<file path="src/rtl/i2c_gpio_read_sequencer.sv">
// Passive I2C observer that feeds a one-byte GPIO expander from a frozen
// multi-byte snapshot, one byte per read, and reports completed writes.
module i2c_gpio_read_sequencer #(
    parameter logic [6:0] SLAVE_ADDR  = 7'h0,
    parameter int         N_BYTES     = 4,
    parameter int         TIMEOUT_CYC = 65535
) (
    input  logic                         clk,
    input  logic                         reset_n,
    input  logic                         scl_in,
    input  logic                         sda_in,
    input  logic [8*N_BYTES-1:0]         snap_data,
    input  logic [7:0]                   gpio_out_byte,
    output logic [7:0]                   gpio_in_byte,
    output logic [$clog2(N_BYTES)-1:0]   rd_index,
    output logic                         snap_strobe,
    output logic                         wr_strobe,
    output logic [7:0]                   wr_data,
    output logic                         busy,
    output logic                         timeout_err
);

    localparam int IDX_W  = $clog2(N_BYTES);
    localparam int TCNT_W = $clog2(TIMEOUT_CYC + 1);

    typedef enum logic [1:0] {
        IDLE,
        ADDR,
        DATA,
        WAIT_STOP
    } state_t;

    logic scl_m, scl_s, scl_h;
    logic sda_m, sda_s, sda_h;
    logic start_ev, stop_ev, rise_ev, edge_ev, sda_q;

    state_t              state;
    logic [3:0]          bit_cnt;
    logic [7:0]          shift;
    logic                match;
    logic                rw;
    logic                wr_pend;
    logic [TCNT_W-1:0]   tcnt;
    logic [7:0]          shadow [N_BYTES];
    logic [IDX_W-1:0]    idx_next;

    // Sync flops idle at 1 so reset release never looks like a START.
    always_ff @(posedge clk or negedge reset_n) begin
        if (!reset_n) begin
            scl_m    <= 1'b1;
            scl_s    <= 1'b1;
            scl_h    <= 1'b1;
            sda_m    <= 1'b1;
            sda_s    <= 1'b1;
            sda_h    <= 1'b1;
            start_ev <= 1'b0;
            stop_ev  <= 1'b0;
            rise_ev  <= 1'b0;
            edge_ev  <= 1'b0;
            sda_q    <= 1'b1;
        end else begin
            scl_m    <= scl_in;
            scl_s    <= scl_m;
            scl_h    <= scl_s;
            sda_m    <= sda_in;
            sda_s    <= sda_m;
            sda_h    <= sda_s;
            start_ev <= scl_s & scl_h & sda_h & ~sda_s;
            stop_ev  <= scl_s & scl_h & ~sda_h & sda_s;
            rise_ev  <= scl_s & ~scl_h;
            edge_ev  <= scl_s ^ scl_h;
            sda_q    <= sda_s;
        end
    end

    assign idx_next = (rd_index == IDX_W'(N_BYTES - 1)) ? '0
                    : rd_index + IDX_W'(1);

    always_ff @(posedge clk or negedge reset_n) begin
        if (!reset_n) begin
            state       <= IDLE;
            bit_cnt     <= 4'd0;
            shift       <= 8'd0;
            match       <= 1'b0;
            rw          <= 1'b0;
            wr_pend     <= 1'b0;
            tcnt        <= '0;
            rd_index    <= '0;
            snap_strobe <= 1'b0;
            wr_strobe   <= 1'b0;
            wr_data     <= 8'd0;
            busy        <= 1'b0;
            timeout_err <= 1'b0;
            for (int k = 0; k < N_BYTES; k++) shadow[k] <= 8'd0;
        end else begin
            snap_strobe <= 1'b0;
            wr_strobe   <= 1'b0;
            timeout_err <= 1'b0;
            if (stop_ev) begin
                state <= IDLE;
                busy  <= 1'b0;
                tcnt  <= '0;
                if (wr_pend) begin
                    wr_data   <= gpio_out_byte;
                    wr_strobe <= 1'b1;
                    rd_index  <= '0;
                    wr_pend   <= 1'b0;
                end
            end else if (start_ev) begin
                state   <= ADDR;
                busy    <= 1'b1;
                bit_cnt <= 4'd0;
                shift   <= 8'd0;
                tcnt    <= '0;
                // Freeze a coherent copy only at the head of a sequence.
                if (rd_index == '0) begin
                    for (int k = 0; k < N_BYTES; k++)
                        shadow[k] <= snap_data[8*k +: 8];
                    snap_strobe <= 1'b1;
                end
            end else if (state != IDLE && tcnt == TCNT_W'(TIMEOUT_CYC)) begin
                state       <= IDLE;
                busy        <= 1'b0;
                tcnt        <= '0;
                rd_index    <= '0;
                wr_pend     <= 1'b0;
                timeout_err <= 1'b1;
            end else begin
                if (state == IDLE || edge_ev) tcnt <= '0;
                else                          tcnt <= tcnt + TCNT_W'(1);
                if (rise_ev) begin
                    unique case (state)
                        ADDR: begin
                            if (bit_cnt == 4'd8) begin
                                bit_cnt <= 4'd0;
                                state   <= (match && !sda_q) ? DATA : WAIT_STOP;
                            end else begin
                                shift   <= {shift[6:0], sda_q};
                                bit_cnt <= bit_cnt + 4'd1;
                                if (bit_cnt == 4'd7) begin
                                    match <= (shift[6:0] == SLAVE_ADDR);
                                    rw    <= sda_q;
                                end
                            end
                        end
                        DATA: begin
                            if (bit_cnt == 4'd8) begin
                                bit_cnt <= 4'd0;
                                state   <= WAIT_STOP;
                                if (rw) rd_index <= idx_next;
                                else    wr_pend  <= 1'b1;
                            end else begin
                                bit_cnt <= bit_cnt + 4'd1;
                            end
                        end
                        default: ;
                    endcase
                end
            end
        end
    end

    always_ff @(posedge clk or negedge reset_n) begin
        if (!reset_n) gpio_in_byte <= 8'd0;
        else          gpio_in_byte <= shadow[rd_index];
    end

endmodule
</file>
<file path="config.mk">
export PLATFORM = sky130hd
export DESIGN_NAME = i2c_gpio_read_sequencer
export DESIGN_NICKNAME = d
export VERILOG_FILES = /design/src/rtl/i2c_gpio_read_sequencer.sv
export SDC_FILE = /design/constraint.sdc
export NUM_CORES = 1
export LEC_CHECK = 0
export ABC_AREA = 1
export CORE_ASPECT_RATIO = 1.1
export CORE_MARGIN = 2
export CORE_UTILIZATION = 51
export CTS_CLUSTER_DIAMETER = 100
export DETAILED_ROUTE_END_ITERATION = 16
export GPL_TIMING_DRIVEN = 1
export PLACE_DENSITY_LB_ADDON = 0.3
export REMOVE_ABC_BUFFERS = 1
export SYNTH_ARGS = -nofsm -noshare
export SYNTH_HDL_FRONTEND = slang
export SYNTH_SLANG_ARGS = --single-unit
export TNS_END_PERCENT = 30
</file>
<file path="constraint.sdc">
create_clock -name clk -period 2.7 [get_ports clk]
set_clock_uncertainty 0.2 [all_clocks]
set_input_delay 0.405 -clock clk [delete_from_list [all_inputs] [get_ports clk]]
set_output_delay 0.405 -clock clk [all_outputs]
set_load 0.05 [all_outputs]
</file>
==> results of run 1 <==
[layout make-up]
type / instances / area, µm² / share of cell area
Clock buffer: 11 / 141 / 0.0269
Clock inverter: 5 / 62.6 / 0.0119
Inverter: 38 / 145 / 0.0276
Multi-Input combinational cell: 346 / 1660 / 0.316
Sequential cell: 96 / 2410 / 0.458
Tap cell: 111 / 139 / 0.0264
Timing Repair Buffer: 70 / 701 / 0.133
[per-layer routing]
layer / vias to the layer above / GRT usage / wire (µm)
li1: 1705 / - / -
met1: 1636 / 0.277 / 3970
met2: 91 / 0.350 / 4270
met3: 15 / 0.0375 / 375
met4: 0 / 0.0804 / 151
met5: - / 0 / 0
[power groups by stage]
| stage | clock (µW) | sequential (µW) | combinational (µW) |
|---|---|---|---|
| 3_3_place_gp | 0 | 1800 | 625 |
| 4_1_cts | 989 | 1780 | 652 |
| 5_1_grt | 1050 | 1810 | 730 |
| 6_report | 966 | 1790 | 644 |
| 2_1_floorplan | 0 | 1880 | 309 |
| 3_5_place_dp | 0 | 1810 | 647 |
[kinds of logic after synthesis]
| family | Yosys count |
|---|---|
| AO/OA/AOI/OAI | 37 |
| flip-flops | 96 |
| AND/OR/NAND/NOR | 294 |
| XOR/XNOR | 5 |
| buffers and inverters | 51 |
| adder cells (fa/ha/maj) | 10 |
[flip-flops by register name (all words and copies together) (netlist names), 2 cells and up]
signal / cells
rd_index: 2
wr_data: 8
bit_cnt: 4
shadow: 32
gpio_in_byte: 8
shift: 7
tcnt: 16
state: 2
[path summary, 6_finish.rpt]
| path | cells past startpoint | slack [ns] | end | start |
|---|---|---|---|---|
| worst min register to register | 0 | 0.16 | scl_s$_DFF_PN1_ | scl_m$_DFF_PN1_ |
| min in group asynchronous | 2 | 0.35 | tcnt[6]$_DFF_PN0_ | reset_n |
| max in group asynchronous | 3 | 1.23 | sda_m$_DFF_PN1_ | reset_n |
| worst max-delay path | 1 | 0.28 | rd_index[1] | rd_index[1]$_DFFE_PN0P_ |
| worst max register to register | 8 | 0.68 | shift[3]$_DFFE_PN0P_ | tcnt[0]$_DFF_PN0_ |
| worst min-delay path | 0 | 0.16 | scl_s$_DFF_PN1_ | scl_m$_DFF_PN1_ |
[Yosys cell counts, types with 2 or more instances]
| cell type | count | area [µm²] |
|---|---|---|
| a31oi_1 | 2 | 12.5 |
| nand4_1 | 6 | 37.5 |
| nor3b_1 | 2 | 15.0 |
| o21ai_0 | 20 | 100 |
| nand3_1 | 35 | 175 |
| a21oi_1 | 2 | 10.0 |
| nand2_2 | 3 | 18.8 |
| dfstp_2 | 6 | 158 |
| nor3_1 | 8 | 40.0 |
| nand2_1 | 169 | 634 |
| buf_4 | 3 | 22.5 |
| nor2_1 | 58 | 218 |
| xor2_1 | 4 | 35.0 |
| nor2_2 | 2 | 12.5 |
| o22ai_1 | 8 | 50.1 |
| ha_1 | 10 | 125 |
| inv_1 | 35 | 131 |
| nand2_4 | 2 | 22.5 |
| a31o_2 | 3 | 26.3 |
| dfrtp_1 | 90 | 2250 |
| clkbuf_1 | 8 | 30.0 |
[stage by stage]
step	cells	setup TNS (ns)	hold slack, ns	utilization	cell area [µm²]
CTS	677	0	0.162	0.635	5260
detailed placement	660	0	0.147	0.609	5040
floorplan	480	-5.32	-0.0906	-	4210
global route	677	0	0.165	0.635	5260
global placement	660	0	0.146	0.609	5040
finish	677	0	0.160	0.635	5260
[timing repair]
item | 4_1_cts | 5_1_grt
hold buffers | 1 | 0
endpoints found under the hold margin | 41 | 0
setup endpoints to repair | 0 | 0
==> run_results.csv, run 1 <==
group,metric,value,unit
floorplanning,fp.dieW,91.4,µm
pwr,power,3400,µW
clocking,root_buffer,"clkbuf_8",
global_routing,grt_pass1_wl,15500,µm
sta,rsz0062_at_grt,"no",
global_routing,antenna_found_initial,0,
drt,dr.pass1.iters,5,
logic_synthesis,synthCells,493,
setup_path,crit_fanout,12,
cells_and_area,final_common_cell,"nand2_1",
drt,vias,3447,
placement,gp_congestion,0.863,
job,maxCapViolations,0,
cells_and_area,most-common-layout-cells,"nand2_1 (169), dfrtp_1 (90), clkdlybuf4s50_1 (64), nor2_1 (58)",
pwr,p_sw_frac,0.301,
logic_synthesis,syn_area,4280,µm²
logic_synthesis,synth_xor_area_frac,0.0102,
pwr,internal_power,2370,µW
floorplanning,pin_count,66,
sta,slew_violations,0,
drt,drc,0,
floorplanning,coreArea,8280,µm²
floorplanning,die_h,100,µm
setup_path,worst_path_largest_cell_delay,0.89,ns
logic_synthesis,synth-seq-cells,96,
sta,fmax,413,MHz
floorplanning,die_area,9140,µm²
cells_and_area,finalNetCount,615,
setup_path,critPathRequiredTime,2.10,ns
logic_synthesis,synth_compound_area_frac,0.0503,
global_routing,grt_pass1_vias,3545,
pwr,p_per_area,646,nW/µm²
sta,period_share,0.897,
pwr,power_switching,1020,µW
setup_path,worstPathArrival,1.82,ns
setup_path,path_cells,"clkdlybuf4s50_1",
sta,relSlewSlack,0.642,
drt,ant_nets,0,
global_routing,grt_max_degree,56,
clocking,cts_tree,"yes",
logic_synthesis,dominantRegCellSynth,"dfrtp_1",
logic_synthesis,synth_top_family_by_area,"simple AND/OR/NAND/NOR gates",
clocking,clk_latency,0.37,ns
cells_and_area,final_layout_size_suffix_gt1_frac,0.0813,
logic_synthesis,yosysWarnings,0,
logic_synthesis,ys_types,38,
drt,first_iter_violations,172,
clocking,htreeDepth,3,
clocking,cts_buffers,9,
sta,hold_violations,0,
pwr,power.share.clock,0.285,
clocking,cts.sinks,96,
drt,routed_via_density,5.09,
floorplanning,rows,35,
setup_path,slowest_stage,"clkdlybuf4s50_1",
outcome,outcome,"finished clean",
cells_and_area,num_antenna_cells,0,
placement,preCtsSetupSlack,0.703,ns
logic_synthesis,seq_area_frac_synth,0.563,
global_routing,overflow,0,
setup_path,crit_family,"buffers and inverters",
drt,routedWlPerCell,13.0,µm
logic_synthesis,syn_area_per_cell,8.68,µm²
clocking,cts_buffer_depth,2,
logic_synthesis,yosys.area_share.simple,0.298,
sta,post-route-min-period,2.42,ns
floorplanning,start_util,0.517,
worst_hold_path,worstHoldPathType,"register to register",
logic_synthesis,synth-edff-count,0,
placement,numPortBuffers,65,
logic_synthesis,async_flop_share,1.00,
placement,dp_hpwl,6120,µm
setup_path,cp-end-kind,"primary output",
setup_path,worst_setup_path_start_kind,"register",
global_routing,track_usage,0.210,
cells_and_area,areaGrowthSynthToFinish,22.8,%
clocking,cts.clk_slew.worst_paths,0.09,ns
clocking,cts_setup_buffers,0,
clocking,post_cts_resized,0,
pwr,p_leak,0.00256,µW
sta,tightestPinTransition,0.536,ns
sta,setup_violations,0,
drt,wirelength,8770,µm
pwr,pwr-share-seq,0.526,
logic_synthesis,synth_fa_ha_area_frac,0.0292,
cells_and_area,fillCellCount,691,
pwr,ir_worst_vdd,0.418,mV
sta,worst_slack,0.277,ns
pwr,combPwrFrac,0.190,
logic_synthesis,synth_mux_area_frac,0,
setup_path,crit_buf_inv,1,
setup_path,worstSetupPathType,"register to primary output",
No activity file was read; power rests on OpenSTA's default activity.
==> run 2: changes to the inputs <==
--- a/config.mk
+++ b/config.mk
@@ -5,7 +5,7 @@
 export SDC_FILE = /design/constraint.sdc
 export NUM_CORES = 1
 export LEC_CHECK = 0
-export ABC_AREA = 1
+export ABC_AREA = 0
 export CORE_ASPECT_RATIO = 1.1
 export CORE_MARGIN = 2
 export CORE_UTILIZATION = 51
==> run 2 against run 1 <==
Effect of this change: global-route usage down 1.1 points; sequential power shrank 6%; synthesized cell count decreased by 21%; wire length decreased by 7.2%; clock power shrank 10%; design area is 2.9% lower; register-to-register slack worse by 0.50 ns; via count is 15% lower; largest cell class unchanged; largest power group unchanged.
==> run_results.csv, run 2 <==
group,metric,value,unit
logic_synthesis,syn_area,4130,µm²
floorplanning,coreArea,7870,µm²
job,maxCapViolations,0,
sta,setup_tns,0,ns
cells_and_area,design_area,5100,µm²
drt,ant_nets,0,
logic_synthesis,synth_most_common_cell,"nand2_1",
clocking,cts_buffer_depth,2,
setup_path,path_cells,"inv_1 -> ha_1 -> or3b_4 -> or4_1 -> a41oi_1 -> a31oi_1",
setup_path,cp-end-kind,"register",
placement,numPortBuffers,65,
logic_synthesis,synthCells,389,
logic_synthesis,ys_top_cells_by_count,"nand2_1 (126), dfrtp_1 (90), nor2_1 (25)",
sta,tightestPinTransition,0.944,ns
logic_synthesis,synth-edff-count,0,
outcome,outcome,"finished clean",
global_routing,grt_pass1_vias,3068,
floorplanning,die_area,8830,µm²
clocking,cts.clk_slew.worst_paths,0.10,ns
sta,relSlewSlack,0.370,
sta,holdWs,0.172,ns
logic_synthesis,ys_types,42,
setup_path,slowest_stage,"or4_1",
logic_synthesis,yosysWarnings,0,
logic_synthesis,yosysTopAreaCell,"dfrtp_1",
setup_path,crit_family,"simple AND/OR/NAND/NOR gates",
cells_and_area,finalNetCount,513,
logic_synthesis,seq_area_frac_synth,0.584,
logic_synthesis,synthTopCellsByArea,"dfrtp_1 (55%), nand2_1 (11%), mux4_2 (4.4%)",
cells_and_area,areaGrowthSynthToFinish,23.6,%
drt,first_iter_violations,91,
drt,drc,0,
worst_hold_path,hp-start,"scl_m$_DFF_PN1_",
logic_synthesis,dominantRegCellSynth,"dfrtp_1",
clocking,cts_setup_buffers,0,
pwr,p_sw_frac,0.289,
drt,vias,2943,
sta,setup_violations,0,
setup_path,reg2reg_to,"bit_cnt[3]$_DFFE_PN0P_",
cells_and_area,instances_no_fill,572,
placement,placedCellCount,555,
setup_path,critPathRequiredTime,2.74,ns
global_routing,overflow,0,
clocking,root_buffer,"clkbuf_8",
setup_path,r2r_slack,0.18,ns
logic_synthesis,async_flop_share,1.00,
drt,routed_via_density,5.15,
global_routing,grt_max_degree,48,
logic_synthesis,syn_area_per_cell,10.6,µm²
global_routing,antenna_found_initial,0,
sta,rsz0062_at_grt,"no",
cells_and_area,seq_area,2410,µm²
pwr,internal_power,2170,µW
cells_and_area,final_common_cell,"nand2_1",
cells_and_area,fillCellCount,629,
clocking,cts_tree,"yes",
setup_path,crit_buf_inv,1,
cells_and_area,multi_input_area,1590,µm²
logic_synthesis,synth_top_area_share,0.546,
clocking,cts_buffers,9,
floorplanning,die_h,98.4,µm
clocking,clk_latency,0.36,ns
sta,worst_slack,0.175,ns
logic_synthesis,synth-seq-cells,96,
pwr,combPwrFrac,0.164,
setup_path,crit_fanout,9,
clocking,post_cts_resized,0,
setup_path,worstPathArrival,2.56,ns
pwr,power.share.clock,0.285,
cells_and_area,final_layout_size_suffix_gt1_frac,0.116,
cells_and_area,reg_top3,"shadow: 32 flops, tcnt: 16 flops",
pwr,p_leak,0.00230,µW
worst_hold_path,hold_path_end,"scl_s$_DFF_PN1_",
clocking,htreeDepth,3,
worst_hold_path,worstHoldPathType,"register to register",
pwr,ir_worst_vdd,0.342,mV
worst_hold_path,whs_path_depth,0,
cells_and_area,largest_reg_flops,32,
floorplanning,rows,34,
placement,dp_hpwl,5780,µm
sta,hold_violations,0,
cells_and_area,most-common-layout-cells,"nand2_1 (126), dfrtp_1 (90), clkdlybuf4s50_1 (63), nor2_1 (25), inv_1 (17)",
setup_path,reg2reg_from,"state[0]$_DFFE_PN0P_",
pwr,p_per_area,598,nW/µm²
global_routing,grt_pass1_wl,14100,µm
global_routing,track_usage,0.199,
cells_and_area,num_antenna_cells,0,
sta,fmax,396,MHz
sta,post-route-min-period,2.52,ns
pwr,power_switching,882,µW
drt,routedWlPerCell,14.2,µm
setup_path,worst_path_largest_cell_delay,0.73,ns
sta,period_share,0.935,
pwr,pwr-share-seq,0.551,
placement,place_area,4910,µm²
clocking,cts.sinks,96,
floorplanning,pin_count,66,
placement,preCtsSetupSlack,0.207,ns
setup_path,worstSetupPathType,"register to register",
floorplanning,fp.dieW,89.8,µm
placement,gp_congestion,0.928,
setup_path,worst_setup_path_start_kind,"register",
setup_path,r2r_cells,6,
floorplanning,start_util,0.524,
drt,dr.pass1.iters,4,
cells_and_area,regMostFlops,"shadow",
sta,slew_violations,0,
drt,wirelength,8140,µm
-- run 2: cell types whose count changed in the layout (fill, tap and decap cells not counted), moves of 7 or more --
cell,delta
o22ai_1,-8
o21ai_0,-17
mux4_2,+8
mux2_2,+10
o221ai_1,+7
inv_1,-18
nand2_1,-43
nor2_1,-33
nand3_1,-25
-- run 2: worst max path at each step --
stage	endpoint	from	cells after the start
2_1_floorplan	shadow[0]$_DFFE_PN0P_	rd_index[0]$_DFFE_PN0P_	6
3_3_place_gp	bit_cnt[3]$_DFFE_PN0P_	state[0]$_DFFE_PN0P_	6
3_5_place_dp	bit_cnt[3]$_DFFE_PN0P_	state[0]$_DFFE_PN0P_	6
4_1_cts	bit_cnt[3]$_DFFE_PN0P_	state[0]$_DFFE_PN0P_	6
5_1_grt	bit_cnt[3]$_DFFE_PN0P_	state[0]$_DFFE_PN0P_	6
6_report	bit_cnt[3]$_DFFE_PN0P_	state[0]$_DFFE_PN0P_	6
-- run 2: area by class of cell --
type,count,area share
clock inverter,6,0.0101
timing repair buffer,74,0.143
tap,108,0.0265
sequential,96,0.472
inverter,17,0.0125
clock buffer,10,0.0250
multi-input combinational,261,0.311
-- run 2: routing by layer --
metal / part of all wire / GRT usage / vias up / wire (µm)
li1: - / - / 1432 / -
met5: 0 / 0 / - / 0
met3: 0.048 / 0.0424 / 8 / 391
met4: 0.0093 / 0.0675 / 0 / 76
met2: 0.51 / 0.330 / 71 / 4140
met1: 0.43 / 0.264 / 1432 / 3530
-- run 2: kinds of logic after synthesis --
| family | share of synthesized area |
|---|---|
| simple gates | 0.197 |
| flops | 0.584 |
| buf+inv | 0.0315 |
| compound gates | 0.0585 |
| mux | 0.0709 |
| xor+xnor | 0.0276 |
| fa+ha+maj | 0.0303 |
-- run 2: timing repair --
action                     in CTS  in global routing
hold endpoints to repair       23                  0
hold buffers                    1                  0
setup endpoints to repair       0                  0
-- run 2: power by group through the flow --
| stage | logic, µW | clock network [µW] | registers, µW |
|---|---|---|---|
| 2_1_floorplan | 171 | 0 | 1810 |
| 3_3_place_gp | 497 | 0 | 1700 |
| 3_5_place_dp | 506 | 0 | 1710 |
| 4_1_cts | 508 | 891 | 1680 |
| 5_1_grt | 549 | 949 | 1700 |
| 6_report | 501 | 868 | 1680 |
-- run 2: per-stage QoR --
step	util	total power [µW]
floorplan	-	1980
detailed placement	0.624	2220
CTS	0.648	3080
global placement	0.624	2200
global route	0.648	3200
finish	0.648	3050
-- run 2: worst register-to-register path: stages (launching register included) --
cell,delay [ns]
dfrtp_1,0.39
inv_1,0.08
ha_1,0.22
or3b_4,0.42
or4_1,0.73
a41oi_1,0.31
a31oi_1,0.07
==> run 3: changes to the inputs <==
--- a/config.mk
+++ b/config.mk
@@ -8,7 +8,7 @@
 export ABC_AREA = 0
 export CORE_ASPECT_RATIO = 1.1
 export CORE_MARGIN = 2
-export CORE_UTILIZATION = 51
+export CORE_UTILIZATION = 35
 export CTS_CLUSTER_DIAMETER = 100
 export DETAILED_ROUTE_END_ITERATION = 16
 export GPL_TIMING_DRIVEN = 1
==> constraint.sdc (replaced) <==
create_clock -name clk -period 3 [get_ports clk]
set_clock_uncertainty 0.2 [all_clocks]
set_input_delay 0.45 -clock clk [delete_from_list [all_inputs] [get_ports clk]]
set_output_delay 0.45 -clock clk [all_outputs]
set_load 0.05 [all_outputs]
==> run 3 against run 2 <==
Effect of this change: first-iteration DRC count up 22%; largest power group unchanged; setup slack gained 0.33 ns; utilization decreased by 19 points; hold slack worse by 0.013 ns; critical endpoint unchanged; non-clock buffer count down 2; critical path depth is the same.
==> run_results.csv, run 3 (synthesized netlist as in run 2, its figures left out) <==
group,metric,value,unit
global_routing,track_usage,0.144,
sta,setup_violations,0,
global_routing,grt_pass1_vias,3106,
global_routing,grt_pass1_wl,14600,µm
drt,drc,0,
pwr,p_per_area,605,nW/µm²
floorplanning,die_area,12700,µm²
pwr,power.share.clock,0.386,
floorplanning,die_h,118,µm
sta,setup_tns,0,ns
clocking,cts.sinks,96,
cells_and_area,areaGrowthSynthToFinish,28.3,%
cells_and_area,largest_reg_flops,32,
pwr,ir_worst_vdd,0.326,mV
cells_and_area,reg_top3,"shadow: 32 flops, tcnt: 16 flops",
cells_and_area,fillCellCount,1103,
floorplanning,pin_count,66,
job,maxCapViolations,0,
cells_and_area,final_common_cell,"nand2_1",
setup_path,path_cells,"inv_1 -> ha_1 -> or3b_4 -> or4_1 -> a41oi_1 -> a31oi_1",
clocking,cts.clk_slew.worst_paths,0.06,ns
sta,rsz0062_at_grt,"no",
setup_path,worstPathArrival,2.52,ns
pwr,p_sw_frac,0.252,
worst_hold_path,worstHoldPathType,"register to register",
cells_and_area,regMostFlops,"shadow",
pwr,p_leak,0.00236,µW
setup_path,crit_buf_inv,1,
drt,wirelength,8380,µm
clocking,post_cts_resized,0,
placement,numPortBuffers,65,
sta,relSlewSlack,0.639,
pwr,internal_power,2400,µW
sta,tightestPinTransition,0.542,ns
pwr,power_switching,808,µW
global_routing,overflow,0,
floorplanning,fp.dieW,108,µm
clocking,clk_latency,0.34,ns
drt,vias,2950,
floorplanning,rows,41,
global_routing,grt_max_degree,59,
setup_path,critPathRequiredTime,3.02,ns
setup_path,worst_setup_path_start_kind,"register",
placement,dp_hpwl,5870,µm
floorplanning,coreArea,11500,µm²
sta,period_share,0.832,
drt,first_iter_violations,111,
cells_and_area,num_antenna_cells,0,
setup_path,worst_path_largest_cell_delay,0.73,ns
cells_and_area,finalNetCount,511,
outcome,outcome,"finished clean",
clocking,htreeDepth,3,
global_routing,antenna_found_initial,0,
drt,routedWlPerCell,13.7,µm
cells_and_area,most-common-layout-cells,"nand2_1 (126), dfrtp_1 (90), clkdlybuf4s50_1 (64), nor2_1 (25), inv_1 (17)",
pwr,combPwrFrac,0.141,
floorplanning,start_util,0.359,
sta,hold_violations,0,
clocking,root_buffer,"clkbuf_16",
setup_path,cp-end-kind,"register",
sta,post-route-min-period,2.49,ns
setup_path,crit_family,"simple AND/OR/NAND/NOR gates",
setup_path,worstSetupPathType,"register to register",
cells_and_area,final_layout_size_suffix_gt1_frac,0.113,
setup_path,slowest_stage,"or4_1",
clocking,cts_buffer_depth,2,
sta,slew_violations,0,
setup_path,crit_fanout,9,
sta,fmax,401,MHz
clocking,cts_tree,"yes",
drt,dr.pass1.iters,4,
pwr,pwr-share-seq,0.473,
pwr,power,3210,µW
cells_and_area,utilization,0.461,
clocking,cts_buffers,9,
placement,gp_congestion,0.828,
drt,routed_via_density,4.82,
drt,ant_nets,0,
run 3: cell types whose count changed in the layout (fill, tap and decap cells not counted):
cell / delta
buf_4: -3
bufinv_16: +2
clkbuf_1: -1
clkbuf_16: +9
clkbuf_8: -8
clkdlybuf4s50_1: +1
clkinv_2: +1
clkinv_4: +2
clkinvlp_4: -3
inv_6: -1
inv_8: -1
run 3: timing repair:
action                                 in CTS  in global routing
endpoints found under the hold margin      32                  0
hold buffers                                1                  0
setup buffers                               0                  0
run 3: area by class of cell:
class                      count  area [µm²]  share of cell area
sequential                    96        2410               0.455
multi-input combinational    261        1590               0.300
timing repair buffer          72         716               0.135
clock buffer                  10         239              0.0451
tap                          150         188              0.0354
clock inverter                 6        91.3              0.0172
inverter                      17        63.8              0.0121
run 3: metrics by stage:
| step | instance area [µm²] | hold slack, ns | setup slack, ns | instances |
|---|---|---|---|---|
| 3_3_place_gp | 4950 | 0.146 | 0.549 | 595 |
| 3_5_place_dp | 4950 | 0.151 | 0.508 | 595 |
| 4_1_cts | 5300 | 0.161 | 0.494 | 612 |
| 6_report | 5300 | 0.159 | 0.505 | 612 |
| 5_1_grt | 5300 | 0.162 | 0.366 | 612 |
| 2_1_floorplan | 4060 | -0.0456 | 0.0965 | 374 |
run 3: path summary, 6_finish.rpt:
| check | cells after the start | slack, ns | to | startpoint |
|---|---|---|---|---|
| worst max register to register | 6 | 0.51 | bit_cnt[3]$_DFFE_PN0P_ | state[0]$_DFFE_PN0P_ |
| min in group asynchronous | 2 | 0.42 | snap_strobe$_DFF_PN0_ | reset_n |
| max in group asynchronous | 3 | 1.50 | wr_data[5]$_DFFE_PN0P_ | reset_n |
| worst min register to register | 0 | 0.16 | scl_s$_DFF_PN1_ | scl_m$_DFF_PN1_ |
| worst max-delay path | 6 | 0.51 | bit_cnt[3]$_DFFE_PN0P_ | state[0]$_DFFE_PN0P_ |
| worst min-delay path | 0 | 0.16 | scl_s$_DFF_PN1_ | scl_m$_DFF_PN1_ |
run 3: worst reg2reg max path: cells and delay by family (launching register included):
kind / cells / cell delay (ns)
AND/OR/NAND/NOR: 2 / 1.15
flip-flops: 1 / 0.39
buffers and inverters: 1 / 0.08
AO/OA/AOI/OAI: 2 / 0.35
adder cells (fa/ha/maj): 1 / 0.21
run 3: routing by layer:
metal  up-vias  track usage  share of wire  wire length (µm)
met3         9       0.0316          0.037               310
met1      1455        0.190           0.46              3880
met4         0       0.0489          0.012               102
li1       1432            -              -                 -
met5         -            0              0                 0
met2        54        0.233           0.49              4080
run 3: power groups by stage:
| stage | sequential, µW | combinational [µW] | clock [µW] |
|---|---|---|---|
| after floorplan | 1630 | 154 | 0 |
| after global placement | 1540 | 447 | 0 |
| after detailed placement | 1540 | 457 | 0 |
| after CTS | 1520 | 459 | 1270 |
| after global routing | 1530 | 498 | 1320 |
| final | 1520 | 451 | 1240 |
